## src/rtl/lr35902_dbg_pkg.sv

```systemverilog
// Shared opcodes, mode-bit positions and FSM encoding for the LR35902 debug trigger block.
package lr35902_dbg_pkg;

   localparam logic [3:0] OP_NOP   = 4'h0;
   localparam logic [3:0] OP_STAGE = 4'h1;
   localparam logic [3:0] OP_ADDR  = 4'h2;
   localparam logic [3:0] OP_MASK  = 4'h3;
   localparam logic [3:0] OP_CNT   = 4'h4;
   localparam logic [3:0] OP_MODE  = 4'h5;
   localparam logic [3:0] OP_CLR   = 4'h6;
   localparam logic [3:0] OP_RDCNT = 4'h7;

   localparam int MODE_EXEC = 0;
   localparam int MODE_RD   = 1;
   localparam int MODE_WR   = 2;

   typedef enum logic {
      ST_IDLE = 1'b0,
      ST_SEND = 1'b1
   } state_e;

endpackage

```

## src/rtl/lr35902_dbg_trig_chan.sv

```systemverilog
// One breakpoint channel: masked PC/bus address compare, pass counter and trigger pulse.
module lr35902_dbg_trig_chan
   import lr35902_dbg_pkg::*;
#(
   parameter int CNT_W = 8
) (
   input  logic             clk,
   input  logic             reset,
   input  logic [15:0]      pc_i,
   input  logic [15:0]      adr_i,
   input  logic             rd_i,
   input  logic             wr_i,
   input  logic             fetch_i,
   input  logic             stepping_i,
   input  logic [15:0]      stage_i,
   input  logic             wr_addr_i,
   input  logic             wr_mask_i,
   input  logic             wr_cnt_i,
   input  logic             wr_mode_i,
   output logic             trig_o,
   output logic [CNT_W-1:0] cnt_o
);

   logic [15:0]      addr_q, mask_q;
   logic [2:0]       mode_q;
   logic [CNT_W-1:0] cnt_q, cnt_d;
   logic             pc_hit, adr_hit, match, cfg_wr;

   assign pc_hit  = ((pc_i  ^ addr_q) & ~mask_q) == 16'h0000;
   assign adr_hit = ((adr_i ^ addr_q) & ~mask_q) == 16'h0000;
   assign match   = (mode_q[MODE_EXEC] & fetch_i & ~stepping_i & pc_hit) |
                    (mode_q[MODE_RD]   & rd_i    & adr_hit) |
                    (mode_q[MODE_WR]   & wr_i    & adr_hit);

   // A config write to this channel in the same cycle masks any match it sees.
   assign cfg_wr = wr_addr_i | wr_mask_i | wr_cnt_i | wr_mode_i;
   assign trig_o = match & ~cfg_wr & (cnt_q == '0);
   assign cnt_o  = cnt_q;

   always_comb begin
      cnt_d = cnt_q;
      if (wr_cnt_i)
         cnt_d = stage_i[CNT_W-1:0];
      else if (match && !cfg_wr && cnt_q != '0)
         cnt_d = cnt_q - CNT_W'(1);
   end

   always_ff @(posedge clk) begin
      if (reset) begin
         addr_q <= 16'hFFFF;
         mask_q <= 16'h0000;
         mode_q <= 3'b000;
         cnt_q  <= '0;
      end else begin
         if (wr_addr_i) addr_q <= stage_i;
         if (wr_mask_i) mask_q <= stage_i;
         if (wr_mode_i) mode_q <= stage_i[2:0];
         cnt_q <= cnt_d;
      end
   end

endmodule

```

## src/rtl/lr35902_dbg_trig.sv

```systemverilog
// LR35902 debug trigger: toggle-handshake command port, NUM_BP breakpoint channels, sticky halt.
module lr35902_dbg_trig
   import lr35902_dbg_pkg::*;
#(
   parameter int NUM_BP = 4,
   parameter int CNT_W  = 8
) (
   input  logic        clk,
   input  logic        reset,
   input  logic [15:0] pc,
   input  logic [15:0] adr,
   input  logic        rd,
   input  logic        wr,
   input  logic        fetch,
   input  logic        stepping,
   input  logic [7:0]  cmd_data,
   input  logic        cmd_valid,
   input  logic        cmd_seq,
   output logic        cmd_ack,
   output logic [7:0]  rsp_data,
   output logic        rsp_seq,
   input  logic        rsp_ack,
   output logic        halt_req,
   output logic [3:0]  hit_id
);

   localparam logic [4:0] NBP = 5'(NUM_BP);

   state_e      state_q, state_d;
   logic        cmd_ack_q, cmd_ack_d;
   logic        rsp_seq_q, rsp_seq_d;
   logic [7:0]  rsp_data_q, rsp_data_d;
   logic [15:0] stage_q, stage_d;
   logic        halt_q, halt_d;
   logic [3:0]  hit_q, hit_d;

   logic [3:0]  op, c;
   logic        pending, chan_ok, legal, exec, clr, any_trig;
   logic [3:0]  first;
   logic [CNT_W-1:0] cnt_sel;
   logic [7:0]  cnt_byte;

   logic [NUM_BP-1:0]            wr_addr, wr_mask, wr_cnt, wr_mode, trig;
   logic [NUM_BP-1:0][CNT_W-1:0] cnt;

   assign op      = cmd_data[7:4];
   assign c       = cmd_data[3:0];
   assign pending = cmd_seq ^ cmd_ack_q;
   assign chan_ok = {1'b0, c} < NBP;

   always_comb begin
      legal = 1'b0;
      case (op)
         OP_NOP, OP_STAGE:                             legal = 1'b1;
         OP_ADDR, OP_MASK, OP_CNT, OP_MODE, OP_RDCNT:  legal = chan_ok;
         OP_CLR:                                       legal = (c == 4'h0);
         default:                                      legal = 1'b0;
      endcase
   end

   assign exec = (state_q == ST_IDLE) & pending & cmd_valid & legal;
   assign clr  = exec & (op == OP_CLR);

   for (genvar i = 0; i < NUM_BP; i++) begin : g_chan
      assign wr_addr[i] = exec & (op == OP_ADDR) & (c == 4'(i));
      assign wr_mask[i] = exec & (op == OP_MASK) & (c == 4'(i));
      assign wr_cnt[i]  = exec & (op == OP_CNT)  & (c == 4'(i));
      assign wr_mode[i] = exec & (op == OP_MODE) & (c == 4'(i));

      lr35902_dbg_trig_chan #(.CNT_W(CNT_W)) u_chan (
         .clk        (clk),
         .reset      (reset),
         .pc_i       (pc),
         .adr_i      (adr),
         .rd_i       (rd),
         .wr_i       (wr),
         .fetch_i    (fetch),
         .stepping_i (stepping),
         .stage_i    (stage_q),
         .wr_addr_i  (wr_addr[i]),
         .wr_mask_i  (wr_mask[i]),
         .wr_cnt_i   (wr_cnt[i]),
         .wr_mode_i  (wr_mode[i]),
         .trig_o     (trig[i]),
         .cnt_o      (cnt[i])
      );
   end

   // Downward scan so the lowest triggering index is the one left standing.
   always_comb begin
      any_trig = |trig;
      first    = 4'h0;
      for (int i = NUM_BP - 1; i >= 0; i--)
         if (trig[i]) first = 4'(i);
      cnt_sel = '0;
      for (int i = 0; i < NUM_BP; i++)
         if (c == 4'(i)) cnt_sel = cnt[i];
   end

   if (CNT_W >= 8) begin : g_cnt_wide
      assign cnt_byte = cnt_sel[7:0];
   end else begin : g_cnt_narrow
      assign cnt_byte = {{(8 - CNT_W){1'b0}}, cnt_sel};
   end

   // Clear applies first so a same-cycle trigger re-arms halt with the new channel.
   always_comb begin
      halt_d = halt_q;
      hit_d  = hit_q;
      if (clr) halt_d = 1'b0;
      if (any_trig && !halt_d) begin
         halt_d = 1'b1;
         hit_d  = first;
      end
   end

   always_comb begin
      state_d    = state_q;
      cmd_ack_d  = cmd_ack_q;
      rsp_seq_d  = rsp_seq_q;
      rsp_data_d = rsp_data_q;
      stage_d    = stage_q;
      case (state_q)
         ST_IDLE: begin
            if (exec) begin
               if (op == OP_STAGE) stage_d = {c, stage_q[15:4]};
               rsp_data_d = (op == OP_RDCNT) ? cnt_byte : {halt_d, 3'b000, hit_d};
               rsp_seq_d  = ~rsp_seq_q;
               state_d    = ST_SEND;
            end else if (pending) begin
               cmd_ack_d = cmd_seq;
            end
         end
         ST_SEND: begin
            if (rsp_ack == rsp_seq_q) begin
               cmd_ack_d = cmd_seq;
               state_d   = ST_IDLE;
            end
         end
         default: state_d = ST_IDLE;
      endcase
   end

   always_ff @(posedge clk) begin
      if (reset) begin
         state_q    <= ST_IDLE;
         cmd_ack_q  <= cmd_seq;
         rsp_seq_q  <= rsp_ack;
         rsp_data_q <= 8'h00;
         stage_q    <= 16'h0000;
         halt_q     <= 1'b0;
         hit_q      <= 4'h0;
      end else begin
         state_q    <= state_d;
         cmd_ack_q  <= cmd_ack_d;
         rsp_seq_q  <= rsp_seq_d;
         rsp_data_q <= rsp_data_d;
         stage_q    <= stage_d;
         halt_q     <= halt_d;
         hit_q      <= hit_d;
      end
   end

   assign cmd_ack  = cmd_ack_q;
   assign rsp_seq  = rsp_seq_q;
   assign rsp_data = rsp_data_q;
   assign halt_req = halt_q;
   assign hit_id   = hit_q;

endmodule
```

## config.mk

```make
export PLATFORM = sky130hd
export DESIGN_NAME = lr35902_dbg_trig
export DESIGN_NICKNAME = d
export VERILOG_FILES = /design/src/rtl/lr35902_dbg_pkg.sv /design/src/rtl/lr35902_dbg_trig_chan.sv /design/src/rtl/lr35902_dbg_trig.sv
export SDC_FILE = /design/constraint.sdc
export NUM_CORES = 1
export LEC_CHECK = 0
export CORE_MARGIN = 2
export CORE_UTILIZATION = 40
export CTS_CLUSTER_SIZE = 25
export DETAILED_ROUTE_END_ITERATION = 16
export SYNTH_ARGS = -nofsm -noshare
export SYNTH_HDL_FRONTEND = slang
export SYNTH_SLANG_ARGS = --single-unit
export TNS_END_PERCENT = 20
```

## constraint.sdc

```tcl
create_clock -name clk -period 3.9 [get_ports clk]
set_clock_uncertainty 0.15 [all_clocks]
set_input_delay 0.39 -clock clk [delete_from_list [all_inputs] [get_ports clk]]
set_output_delay 0.39 -clock clk [all_outputs]
set_load 0.02 [all_outputs]
```

==> summary.md <==
| Metric | Value |
|---|---|
| Status | complete, no violations |
| First-pass DRT Iterations | 6 |
| Core footprint | 26800 um2 |
| Finished Core Util | 46.39% |
| Met1 Wirelength | 16.05 mm |
| Placer Congestion | 0.9423 |
| Crit-path cells | xnor2_1, or3_1, a21oi_2, nand3_1, nor2_4, buf_4, mux2i_1, nand2_1 |
| Relative slew slack | 26.47% |
| Setup Crit Path Kind | register to register |
| Worst setup margin | 0.9843 ns |
| Commonest non-fill, non-tap cells in the layout | nand2_1 (235), dfxtp_1 (202), xnor2_1 (139), nor2_1 (119), mux2i_1 (85) |
| Startpoint types | register |
| Most common cell after layout, fill and taps aside | nand2_1 |
| CP max-delay cell | or3_1 |
| Synth unique cells | 73 |
| Post-Place Setup Slack | 0.5317 ns |
| TritonCTS clock tree | yes |
| Final Max Tran Viols | 0 |
| Synth Register Bits | 204 |
| Critical Path Source | cmd_ack |
| Num CTS Buffers | 23 |
| Post-CTS resize count | 0 |
| Hold WC Path Type | input pin to register |
| Max Clk Rate | 343.0 MHz |
| Crit path to | g_chan[2].u_chan.addr_q[4] |
| Initial Utilization | 40.53% |
| Vias in the first global route | 8887 |
| Worst-Skew Late Latency | 0.51 ns |
| Crit path DAT | 3.12 ns |
| DR DRC count | 0 |
| CP top delay family | simple AND/OR/NAND/NOR gates |
| WP data required | 4.11 ns |
| Post-synth ARST share | 0% |
| Gr usage total | 25.68% |
| Post-synth net total | 1351 |
| Max incr delay on CP | 0.47 ns |
| CP Capture Type | register |
| Final period util | 74.76% |
| Reg2Reg Depth | 8 |
| Seq/Total Area, Yosys | 37.78% |
| Power Density | 383.0 nW/um2 |
| Port Buffers | 63 |
| Worst vdd rail ir drop | 0.2936 mV |
| Mapped Avg Cell Area | 8.369 um2 |
| Root Driver | clkbuf_16 |
| Total grt overflow | 0 |
| Layout cells sized above 1 | 9.063% |
| Max cap viols | 0 |
| Layout area overhead | 14.44% |
| H-tree level count | 1 |
| Fin area | 12430 um2 |
| Setup-failing EPs final | 0 |
| DRT antenna net count | 0 |
| Syn Std Cell Area | 10860 um2 |
| Wirelength per Cell | 22.11 um |
| Max Buffers Root-to-Sink | 3 |
| Clock Pin Slew Worst Setup and Hold Paths | 0.06 ns |
| Vias | 9482 |
| Routed wire length | 36.81 mm |
| Row Count | 60 |
| Buf+Inv Stages, Crit Path | 1 |
| Highest Signal Layer | met4 |
| Die height | 168.8 um |
| Global-route wire length before repair | 55.52 mm |
| TNS Setup | 0 ns |
| RSZ-0062 raised after global routing | false |
| DP Wirelength | 26.26 mm |
| P_leak | 4.178 nW |
| Synth Flop Type | dfxtp_1 |
| EDFF count, synth | 2 |
| Power, Total | 0.004761 W |
| Slew @ Worst Pin | 1.101 ns |
| DP Area | 11620 um2 |
| Capturing point of the worst reg2reg path | g_chan[2].u_chan.addr_q[4] |
| Worst Path Max Fanout | 16 |
| DR vias/cell | 5.695 |
| Fin crit period | 2.916 ns |
| CTS Sinks | 204 |
| N_diodes | 0 |
| Nets@finish | 1361 |
| Wire length on met3 | 2.936 mm |
| Die area | 28490 um2 |
| Synth warn | 0 |
| Met2 WL post-DR | 16.73 mm |
| Die width | 168.8 um |
| Cts-stage hold buffer count | 0 |
| Final hold violations | 0 |
| Reg2reg start | cmd_ack |
| Largest net degree at the start of global routing | 80 |
| Number of cells on the critical path | 8 |
| Cells after synthesis | 1298 |
| Initial antenna violation count | 0 |
| Worst R2R Setup Slack | 0.98 ns |
| Starting DRC count in detailed routing | 863 |
| Setup Buffers After CTS | 0 |
| Number of I/O pins | 64 |
==> metal layers <==
layer  vias up  GRT usage (%)
met5         -              0
met4         0          7.309
met3        67          4.606
met2       419          41.41
met1      4513          35.25
li1       4483              -
==> stage by stage <==
step                hold slack, ns  cells
floorplan                   0.2995   1298
global placement            0.2925   1624
detailed placement          0.2967   1624
CTS                         0.2301   1665
global route                0.2477   1665
finish                      0.2144   1665
==> cells in the mapped netlist (3+ instances only) <==
master    number  area [um2]
a211oi_1      32       240.2
a21oi_1       74       370.4
a21oi_2        5       43.79
a221oi_1       3       26.28
a22oi_1        3       22.52
a311oi_1       4       35.03
and3_1         5       31.28
and3b_1        3       26.28
buf_2         25       125.1
buf_6         10       112.6
clkbuf_1      66       247.7
dfxtp_1      202        4044
ha_1           4       50.05
inv_1         16       60.06
mux2i_1       85       850.8
nand2_1      235       882.1
nand2b_1       6       37.54
nand3_1       39       195.2
nand3_2        3       30.03
nand3b_1       3       22.52
nand4_1       14       87.58
nor2_1       120       450.4
nor2_2         3       18.77
nor2b_1        8       50.05
nor3_1        13       65.06
nor4_1        16       100.1
nor4_2        11       137.6
o211ai_1       4       30.03
o21ai_0       13       65.06
o22ai_1       59       369.1
or2_2          3       18.77
or3_1          4       25.02
xnor2_1      139        1217
xnor2_2        5       81.33
xor2_1        11       96.34
==> report_power, final <==
part,internal [W],switching (W)
combinational,0.000130,0.000204
clock,0.00143,0.000904
sequential,0.00209,0.00000307
total,0.00365,0.00111
==> cell type report <==
cell class	instances	area, um2
clock buffers	31	646.9
clock inverters	10	161.4
multi-input cells	972	6198
fillers	2597	14370
flip-flops and latches	204	4104
repair buffers	90	830.8
inverters	17	63.81
well taps	341	426.7
==> worst min path at each step <==
stage / to / startpoint / cells past startpoint
floorplan: g_chan[0].u_chan.mask_q[0] / g_chan[0].u_chan.mask_q[0] / 2
global placement: rsp_data[3] / rsp_data[3] / 2
detailed placement: rsp_data[3] / rsp_data[3] / 2
CTS: rsp_data[5] / reset / 2
global route: g_chan[3].u_chan.cnt_o[1] / reset / 2
finish: rsp_data[5] / reset / 2
==> registers in the layout, indices dropped and copies added (netlist names), 4 cells and up <==
signal	count
g_chan.u_chan.addr_q	64
g_chan.u_chan.cnt_o	32
g_chan.u_chan.mask_q	64
g_chan.u_chan.mode_q	12
hit_id	4
rsp_data	8
stage_q	16
==> cell families after synthesis <==
group | count (synthesis) | share of synthesized area (%)
buf+inv | 122 | 5.264
fa+ha+maj | 4 | 0.4607
simple gates | 506 | 22.01
xor+xnor | 155 | 12.84
mux | 87 | 8.247
flops | 204 | 37.78
compound gates | 220 | 13.40
(Power assumes the default switching activity.)
